## src/rtl/reg_bank_pkg.sv

```systemverilog
// Shared defaults, address-width helper and read-request type for the 2R1W register bank.
package reg_bank_pkg;

    localparam int DATA_W_DEF  = 16;
    localparam int REG_CNT_DEF = 8;
    // Widest index the bank supports (REG_CNT up to 64); narrower addresses are zero-extended into it.
    localparam int ADDR_MAX_W  = 6;

    function automatic int addr_w(input int reg_cnt);
        return (reg_cnt > 2) ? $clog2(reg_cnt) : 1;
    endfunction

    typedef struct packed {
        logic                  en;
        logic [ADDR_MAX_W-1:0] addr;
    } rd_req_t;

endpackage

```

## src/rtl/reg_bank_if.sv

```systemverilog
// Bus between the decode stage (master) and the 2R1W register bank (slave).
interface reg_bank_if
    import reg_bank_pkg::*;
#(
    parameter int DATA_W  = DATA_W_DEF,
    parameter int REG_CNT = REG_CNT_DEF
);
    localparam int ADDR_W = addr_w(REG_CNT);

    logic              wr_en;
    logic [ADDR_W-1:0] wr_addr;
    logic [DATA_W-1:0] wr_data;
    logic              lock_en;
    logic [ADDR_W-1:0] lock_addr;

    // Read handshake: a request (rd_en_x) is accepted at an edge where stall_x is low; rd_valid_x pulses
    // for one cycle after that edge with rd_data_x. While stalled the master holds rd_en_x and rd_addr_x.
    logic              rd_en_a;
    logic [ADDR_W-1:0] rd_addr_a;
    logic [DATA_W-1:0] rd_data_a;
    logic              rd_valid_a;
    logic              stall_a;

    logic              rd_en_b;
    logic [ADDR_W-1:0] rd_addr_b;
    logic [DATA_W-1:0] rd_data_b;
    logic              rd_valid_b;
    logic              stall_b;

    logic [REG_CNT-1:0] busy_vec;

    modport master (
        output wr_en, wr_addr, wr_data, lock_en, lock_addr,
        output rd_en_a, rd_addr_a, rd_en_b, rd_addr_b,
        input  rd_data_a, rd_valid_a, stall_a,
        input  rd_data_b, rd_valid_b, stall_b,
        input  busy_vec
    );

    modport slave (
        input  wr_en, wr_addr, wr_data, lock_en, lock_addr,
        input  rd_en_a, rd_addr_a, rd_en_b, rd_addr_b,
        output rd_data_a, rd_valid_a, stall_a,
        output rd_data_b, rd_valid_b, stall_b,
        output busy_vec
    );

endinterface

```

## src/rtl/reg_bank_rd_port.sv

```systemverilog
// One registered read port: stall/forward decision and the output data/valid register.
// Build option: define RB_WRITE_FORWARD_EN to forward same-cycle write data to the read.
module reg_bank_rd_port
    import reg_bank_pkg::*;
#(
    parameter int DATA_W = DATA_W_DEF
) (
    input  logic                  clk,
    input  logic                  reset,
    input  rd_req_t               req_i,
    input  logic                  busy_i,
    input  logic [DATA_W-1:0]     word_i,
    input  logic                  wr_fire_i,
    input  logic [ADDR_MAX_W-1:0] wr_addr_i,
    input  logic [DATA_W-1:0]     wr_data_i,
    output logic [DATA_W-1:0]     rd_data_o,
    output logic                  rd_valid_o,
    output logic                  stall_o
);

    logic              fwd_hit;
    logic              fire;
    logic [DATA_W-1:0] rd_data_d;
    logic [DATA_W-1:0] rd_data_q;
    logic              rd_valid_q;

`ifdef RB_WRITE_FORWARD_EN
    // wr_fire_i is already qualified, so dropped writes (r0, out of range) never forward.
    assign fwd_hit = req_i.en & wr_fire_i & (wr_addr_i == req_i.addr);
`else
    logic unused_fwd;
    assign unused_fwd = ^{wr_fire_i, wr_addr_i, wr_data_i, req_i.addr};
    assign fwd_hit    = 1'b0;
`endif

    assign stall_o   = req_i.en & busy_i & ~fwd_hit;
    assign fire      = req_i.en & ~stall_o;
    assign rd_data_d = fwd_hit ? wr_data_i : word_i;

    always_ff @(posedge clk) begin
        if (reset) begin
            rd_data_q  <= '0;
            rd_valid_q <= 1'b0;
        end else begin
            rd_valid_q <= fire;
            if (fire) begin
                rd_data_q <= rd_data_d;
            end
        end
    end

    assign rd_data_o  = rd_data_q;
    assign rd_valid_o = rd_valid_q;

endmodule

```

## src/rtl/reg_bank_2r1w.sv

```systemverilog
// 2-read/1-write register bank with per-register busy scoreboard for multi-cycle producers.
// Build option: RB_WRITE_FORWARD_EN (handled inside reg_bank_rd_port).
module reg_bank_2r1w
    import reg_bank_pkg::*;
#(
    parameter int DATA_W  = DATA_W_DEF,
    parameter int REG_CNT = REG_CNT_DEF,
    parameter bit ZERO_R0 = 1'b0
) (
    input  logic       clk,
    input  logic       reset,
    reg_bank_if.slave  bus
);

    localparam int ADDR_W = addr_w(REG_CNT);

    logic [DATA_W-1:0]  regs_q [REG_CNT];
    logic [REG_CNT-1:0] busy_q;
    logic [REG_CNT-1:0] busy_d;
    logic               wr_ok;
    logic               lock_ok;
    logic [DATA_W-1:0]  word_a;
    logic [DATA_W-1:0]  word_b;
    logic               busy_a;
    logic               busy_b;
    rd_req_t            req_a;
    rd_req_t            req_b;

    function automatic logic in_range(input logic [ADDR_W-1:0] a);
        return int'(a) < REG_CNT;
    endfunction

    // With ZERO_R0, r0 is never written or locked, so it stays 0 and never stalls on its own.
    function automatic logic writable(input logic [ADDR_W-1:0] a);
        return in_range(a) && !(ZERO_R0 && (a == '0));
    endfunction

    assign wr_ok   = bus.wr_en & writable(bus.wr_addr);
    assign lock_ok = bus.lock_en & writable(bus.lock_addr);

    // Lock is applied after the write clear so a same-cycle lock leaves the register reserved.
    always_comb begin
        busy_d = busy_q;
        for (int i = 0; i < REG_CNT; i++) begin
            if (wr_ok && (int'(bus.wr_addr) == i)) begin
                busy_d[i] = 1'b0;
            end
            if (lock_ok && (int'(bus.lock_addr) == i)) begin
                busy_d[i] = 1'b1;
            end
        end
    end

    always_ff @(posedge clk) begin
        if (reset) begin
            for (int i = 0; i < REG_CNT; i++) begin
                regs_q[i] <= '0;
            end
            busy_q <= '0;
        end else begin
            if (wr_ok) begin
                regs_q[bus.wr_addr] <= bus.wr_data;
            end
            busy_q <= busy_d;
        end
    end

    always_comb begin
        word_a = '0;
        busy_a = 1'b0;
        if (in_range(bus.rd_addr_a)) begin
            word_a = regs_q[bus.rd_addr_a];
            busy_a = busy_q[bus.rd_addr_a];
        end
    end

    always_comb begin
        word_b = '0;
        busy_b = 1'b0;
        if (in_range(bus.rd_addr_b)) begin
            word_b = regs_q[bus.rd_addr_b];
            busy_b = busy_q[bus.rd_addr_b];
        end
    end

    assign req_a = {bus.rd_en_a, ADDR_MAX_W'(bus.rd_addr_a)};
    assign req_b = {bus.rd_en_b, ADDR_MAX_W'(bus.rd_addr_b)};

    reg_bank_rd_port #(.DATA_W(DATA_W)) u_port_a (
        .clk        (clk),
        .reset      (reset),
        .req_i      (req_a),
        .busy_i     (busy_a),
        .word_i     (word_a),
        .wr_fire_i  (wr_ok),
        .wr_addr_i  (ADDR_MAX_W'(bus.wr_addr)),
        .wr_data_i  (bus.wr_data),
        .rd_data_o  (bus.rd_data_a),
        .rd_valid_o (bus.rd_valid_a),
        .stall_o    (bus.stall_a)
    );

    reg_bank_rd_port #(.DATA_W(DATA_W)) u_port_b (
        .clk        (clk),
        .reset      (reset),
        .req_i      (req_b),
        .busy_i     (busy_b),
        .word_i     (word_b),
        .wr_fire_i  (wr_ok),
        .wr_addr_i  (ADDR_MAX_W'(bus.wr_addr)),
        .wr_data_i  (bus.wr_data),
        .rd_data_o  (bus.rd_data_b),
        .rd_valid_o (bus.rd_valid_b),
        .stall_o    (bus.stall_b)
    );

    assign bus.busy_vec = busy_q;

endmodule

```

## src/flat_wrapper.sv

```systemverilog
// flat-port wrapper written by rule: the top's interface ports become plain ports
module reg_bank_2r1w_flat import reg_bank_pkg::*;
#(
    parameter int DATA_W  = DATA_W_DEF,
    parameter int REG_CNT = REG_CNT_DEF,
    parameter bit ZERO_R0 = 1'b0
)
  (clk, reset, bus_wr_en, bus_wr_addr, bus_wr_data, bus_lock_en, bus_lock_addr, bus_rd_en_a, bus_rd_addr_a, bus_rd_en_b, bus_rd_addr_b, bus_rd_data_a, bus_rd_valid_a, bus_stall_a, bus_rd_data_b, bus_rd_valid_b, bus_stall_b, bus_busy_vec);
  reg_bank_if #(.DATA_W(DATA_W), .REG_CNT(REG_CNT)) bus_i ();
  input  logic clk;
  input  logic reset;
  input wire logic [$bits(bus_i.wr_en)-1:0] bus_wr_en;
  input wire logic [$bits(bus_i.wr_addr)-1:0] bus_wr_addr;
  input wire logic [$bits(bus_i.wr_data)-1:0] bus_wr_data;
  input wire logic [$bits(bus_i.lock_en)-1:0] bus_lock_en;
  input wire logic [$bits(bus_i.lock_addr)-1:0] bus_lock_addr;
  input wire logic [$bits(bus_i.rd_en_a)-1:0] bus_rd_en_a;
  input wire logic [$bits(bus_i.rd_addr_a)-1:0] bus_rd_addr_a;
  input wire logic [$bits(bus_i.rd_en_b)-1:0] bus_rd_en_b;
  input wire logic [$bits(bus_i.rd_addr_b)-1:0] bus_rd_addr_b;
  output wire logic [$bits(bus_i.rd_data_a)-1:0] bus_rd_data_a;
  output wire logic [$bits(bus_i.rd_valid_a)-1:0] bus_rd_valid_a;
  output wire logic [$bits(bus_i.stall_a)-1:0] bus_stall_a;
  output wire logic [$bits(bus_i.rd_data_b)-1:0] bus_rd_data_b;
  output wire logic [$bits(bus_i.rd_valid_b)-1:0] bus_rd_valid_b;
  output wire logic [$bits(bus_i.stall_b)-1:0] bus_stall_b;
  output wire logic [$bits(bus_i.busy_vec)-1:0] bus_busy_vec;
  assign bus_i.wr_en = bus_wr_en;
  assign bus_i.wr_addr = bus_wr_addr;
  assign bus_i.wr_data = bus_wr_data;
  assign bus_i.lock_en = bus_lock_en;
  assign bus_i.lock_addr = bus_lock_addr;
  assign bus_i.rd_en_a = bus_rd_en_a;
  assign bus_i.rd_addr_a = bus_rd_addr_a;
  assign bus_i.rd_en_b = bus_rd_en_b;
  assign bus_i.rd_addr_b = bus_rd_addr_b;
  assign bus_rd_data_a = bus_i.rd_data_a;
  assign bus_rd_valid_a = bus_i.rd_valid_a;
  assign bus_stall_a = bus_i.stall_a;
  assign bus_rd_data_b = bus_i.rd_data_b;
  assign bus_rd_valid_b = bus_i.rd_valid_b;
  assign bus_stall_b = bus_i.stall_b;
  assign bus_busy_vec = bus_i.busy_vec;
  reg_bank_2r1w #(.DATA_W(DATA_W), .REG_CNT(REG_CNT), .ZERO_R0(ZERO_R0)) u_core (.clk(clk), .reset(reset), .bus(bus_i));
endmodule
```

## config.mk

```make
export PLATFORM = sky130hd
export DESIGN_NAME = reg_bank_2r1w_flat
export DESIGN_NICKNAME = d
export VERILOG_FILES = /design/src/rtl/reg_bank_pkg.sv /design/src/rtl/reg_bank_if.sv /design/src/rtl/reg_bank_rd_port.sv /design/src/rtl/reg_bank_2r1w.sv /design/src/flat_wrapper.sv
export SDC_FILE = /design/constraint.sdc
export NUM_CORES = 1
export LEC_CHECK = 0
export ABC_AREA = 1
export CORE_MARGIN = 1
export CORE_UTILIZATION = 35
export CTS_BUF_LIST = sky130_fd_sc_hd__clkbuf_16
export CTS_CLUSTER_DIAMETER = 200
export DETAILED_ROUTE_END_ITERATION = 10
export GPL_ROUTABILITY_DRIVEN = 0
export SKIP_LAST_GASP = 1
export SLEW_MARGIN = 25
export SYNTH_ARGS = -nofsm -noshare
export SYNTH_HDL_FRONTEND = slang
export SYNTH_HIERARCHICAL = 1
export SYNTH_SLANG_ARGS = --single-unit
```

## constraint.sdc

```tcl
create_clock -name clk -period 6.45 [get_ports clk]
set_input_delay 1.29 -clock clk [delete_from_list [all_inputs] [get_ports clk]]
set_output_delay 1.29 -clock clk [all_outputs]
set_load 0.05 [all_outputs]
```

# Word level (Yosys, flattened, before mapping)
# Memory sizes are Yosys's and may differ from the RTL's. A register that Yosys moved wholly into a read port is not among the register bits.
# Cells that the tools add are included.
# classes
n_addsub	0
multipliers	0
n_div	0
order_cmp	2
eq_ne	14
n_shift	0
mux	28
n_bitwise	6
n_reduce_logical	27
# ops
cell	n
3-bit == test (second input constant)	8
1-bit 2-to-1 mux	24
1-bit logical AND	16
16-bit 2-to-1 mux	1
2-bit nonzero test	8
16-bit OR reduction	1
3-bit by 2-bit == test with 1-bit output (second input constant)	4
3-bit by 4-bit less-than comparator with 1-bit output (second input constant)	2
1-bit binary-select mux with 3-bit select	2
3-bit by 1-bit == test with 1-bit output (second input constant)	2
3-bit logical NOT	2
1-bit AND	4
3-bit 2-to-1 mux	1
1-bit NOT	2
# totals
regBits	10
latchBits	0
mem_bits_rw	128
mem_bits_ro	0
out_inout_bits	44
wordCells	88
n_memories	1
# memory_table
memory	depth	width	read_ports	rd_clocked_by_memory_dff	write_ports	line_no	source
u_core.regs_q	8	16	2	2	8	reg_bank_2r1w.sv:17	logic [DATA_W-1:0] regs_q [REG_CNT];

# Longest topological paths before layout
# logic_depth
depth_word	5
ltp_mapped	14

# By module
# Netlist, hierarchy kept.
# modules_own_cells
module	n_inst	cells_per_inst	area_each_um2	seq_area_each_um2
reg_bank_2r1w	1	1121	8109.0	4003.8
reg_bank_rd_port	2	109	734.5	340.3

# Worst setup path before layout
# Ideal clock, no wire load.
# synth_timing
path_type	input port to output port
startpoint	input port bus_rd_addr_b[0]
endpoint	output port bus_stall_b
t_arrival_ps	2484
required_ps	5160
slack_ps	2676
stages	10
cell_sequence	buf_4 > buf_4 > buf_2 > nand2_1 > nand3_1 > nand2_1 > nand2_1 > nand2_1 > nand2_1 > inv_1
# synth_via
elab_chain_len	3
# synth_lines
element	line_no	source
from (decl)	flat_wrapper.sv:20	input wire logic [$bits(bus_i.rd_addr_b)-1:0] bus_rd_addr_b;
1-bit binary-select mux with 3-bit select	reg_bank_2r1w.sv:82	busy_b = busy_q[bus.rd_addr_b];
1-bit 2-to-1 mux (not written as such)	reg_bank_2r1w.sv:82	
named net u_core.busy_b	reg_bank_2r1w.sv:25	logic busy_b;
1-bit AND	reg_bank_rd_port.sv:36	assign stall_o = req_i.en & busy_i & ~fwd_hit;
to (decl)	flat_wrapper.sv:26	output wire logic [$bits(bus_i.stall_b)-1:0] bus_stall_b;
# The timed path passes the listed nets, and every way through them passes these cells. The select of a mux whose other input is x is not followed.

# Final worst setup path
# layout_timing
startpoint	input port bus_rd_addr_b[2]
endpoint	output port bus_stall_b
# Same word-level chain as after synthesis.

==> results.tsv <==
stage	metric	value	unit
status	status	finished clean	
min_path	Hold Crit Class	reg -> reg	
worst_setup_path	CP Capture Type	output port	
min_path	Min-Delay Endpoint	u_core/u_port_b/rd_data_o[12]	
pwr	total design power	2.89	mW
finish	Area growth syn-to-layout	15.1	%
global_route	GRT overflow	0	
finish	nets	1408	
cts	clock latency at the later pin of the worst-skew pair	0.44	ns
pwr	Internal Power	2.02	mW
cts	hold-fix buffers at CTS	0	
finish	# fillers	2764	
detailed_routing	First-pass DRT Iterations	7	
worst_setup_path	WP data required	5.16	ns
global_route	first-pass GRT wire length	45400	um
global_route	largest net degree at the start of global routing	69	
sta	Final setup viols	0	
cts	Post-CTS Setup Bufs	0	
detailed_routing	Detailed Route WL	28900	um
detailed_routing	Final ANT Viol Nets	0	
floorplanning	I/O pin total	78	
pwr	Net Sw Frac	30.1	%
pwr	logic gate share of total power	18.4	%
floorplanning	Site Rows	60	
pwr	clock share of power	37.5	%
sta	unrepaired setup endpoints after global routing	no	
floorplanning	CORE AREA	26900	sq um
finish	post-layout util	41.0	%
cts	total CTS buffers	17	
synth	Synthesis Warnings	6	
min_path	Hold Startpoint	u_core/u_port_b/rd_data_o[12]	
worst_setup_path	R2R setup slack	4.80	ns
synth	Mapped Nets	1372	
worst_setup_path	Setup crit start	bus_rd_addr_b[2]	
sta	Worst-Margin Slew	1.04	ns
global_route	vias in the first global route	7950	
cts	CTS tree	built	
cts	CTS Root Cell	clkbuf_16	
pwr	Static Leakage	5.41	nW
sta	Worst Skew	0.0109	ns
sta	final hold violations	0	
detailed_routing	vias per std cell	4.92	
worst_setup_path	crit-path max FO	18	
run	Max Cap Viol	0	
finish	register area	4680	sq um
worst_setup_path	Reg2Reg Depth	10	
floorplanning	initial core utilization	35.6	%
worst_setup_path	CP arrival	3.33	ns
sta	Worst slew margin	30.3	%
detailed_routing	Initial DRC Count	1102	
detailed_routing	via count	8495	
global_route	Tot GR Track Use	21.4	%
pwr	Peak VDD IR	0.172	mV
cts	clock sink total	170	
synth	Cells after Synth	1338	
finish	share of cells above drive strength 1	4.90	%
worst_setup_path	Worst R2R Start	u_core/bus.busy_vec[3]	
sta	hold_ws	0.484	ns
synth	mean post-synth cell area	7.16	sq um
detailed_routing	average wire per standard cell	16.7	um
floorplanning	Die Y	167	um
sta	period utilization	71.6	%
cts	cts repair resizes	0	
global_route	antenna violations before repair	1	
cts	clk buf depth	2	
floorplanning	Die Footprint	28000	sq um
sta	Max Clk Rate	0.216	GHz
pwr	sequential share of power	44.1	%
min_path	Hold Path Cell Cnt	2	
placed_design	Detail Placement HPWL	19000	um
sta	setup tns final	0	ns
pwr	Sw Pwr	0.869	mW
detailed_routing	DRC	0	
finish	Multi-input gate area	3680	sq um
finish	number of diodes	0	
pwr	power per cell area	262	nW/um^2
cts	Clk pin slew, worst setup/hold paths	0.07	ns
worst_setup_path	critical path startpoint category	primary input	
synth	Synth Cell Area	9570	sq um
cts	CTS H-tree lvls	4	
sta	max-slew violations	0	
worst_setup_path	reg2reg end	u_core/u_port_a/rd_data_o[8]	
placed_design	port buffer count	77	
worst_setup_path	critical path class	in -> out	
floorplanning	DIE WIDTH	167	um
sta	Final min period	4.62	ns
==> routing by layer <==
layer	global-route usage (%)	part of all wire, %	wire length, um
met5	0	0	0
met4	5.74	1.2	350
met2	32.2	44	12600
met3	4.59	9.9	2850
met1	31.0	45	13100
==> through the flow <==
step           worst slack, ns  cells  area (sq um)
6_report                  1.83   1728         11000
3_5_place_dp              1.83   1696         10400
3_3_place_gp              1.87   1696         10400
5_1_grt                   1.61   1728         11000
2_1_floorplan             2.68   1338          9570
4_1_cts                   1.82   1728         11000
==> cell usage in the layout (no fill, tap or decap) <==
cell type,instances
buf_2,2
buf_4,12
bufinv_16,3
clkbuf_16,17
clkdlybuf4s50_1,73
clkinv_1,5
clkinv_2,2
clkinv_4,1
dfxtp_1,42
edfxtp_1,128
inv_1,196
inv_2,8
inv_4,1
inv_6,7
inv_8,1
nand2_1,492
nand2_2,1
nand3_1,177
nand3_2,6
nand3_4,2
nand4_1,3
nor2_1,195
nor2_4,5
nor3_1,2
o21ai_0,4
o21ai_1,2
==> how the worst max path moves through the flow <==
stage                       end  slack, ns  cells after the start
floorplan           bus_stall_b       2.68                     10
global placement    bus_stall_b       1.87                      7
detailed placement  bus_stall_b       1.83                      7
CTS                 bus_stall_b       1.82                      7
global route        bus_stall_b       1.61                      7
finish              bus_stall_b       1.83                      7
==> final cells by class <==
| cell class | count | area share, % |
|---|---|---|
| inverters | 209 | 7.14 |
| well taps | 341 | 3.87 |
| multi-input cells | 889 | 33.4 |
| clock buffers | 17 | 3.86 |
| repair buffers | 87 | 7.54 |
| flip-flops and latches | 170 | 42.5 |
| clock inverters | 15 | 1.68 |
==> registers in the layout (all words and copies together), names as in the netlist <==
| register | count |
|---|---|
| u_core/u_port_a/rd_valid_o | 1 |
| u_core/u_port_b/rd_data_o | 16 |
| u_core/bus.busy_vec | 8 |
| u_core/u_port_b/rd_valid_o | 1 |
| u_core/regs_q | 128 |
| u_core/u_port_a/rd_data_o | 16 |
==> critical path, stage by stage <==
cell and delay (ns):
clkdlybuf4s50_1 0.82, clkinv_1 0.53, nand2_1 0.19, nand2_1 0.17
nand2_1 0.10, inv_1 0.05, buf_4 0.18
==> power groups by stage <==
stage          sequential [mW]  clock (mW)  combinational (mW)
3_3_place_gp              1.30           0               0.523
5_1_grt                   1.28        1.14               0.584
2_1_floorplan             1.37           0               0.286
3_5_place_dp              1.30           0               0.525
4_1_cts                   1.28        1.10               0.528
6_report                  1.28        1.08               0.532
Note: power is estimated with default switching activity, not from simulation.
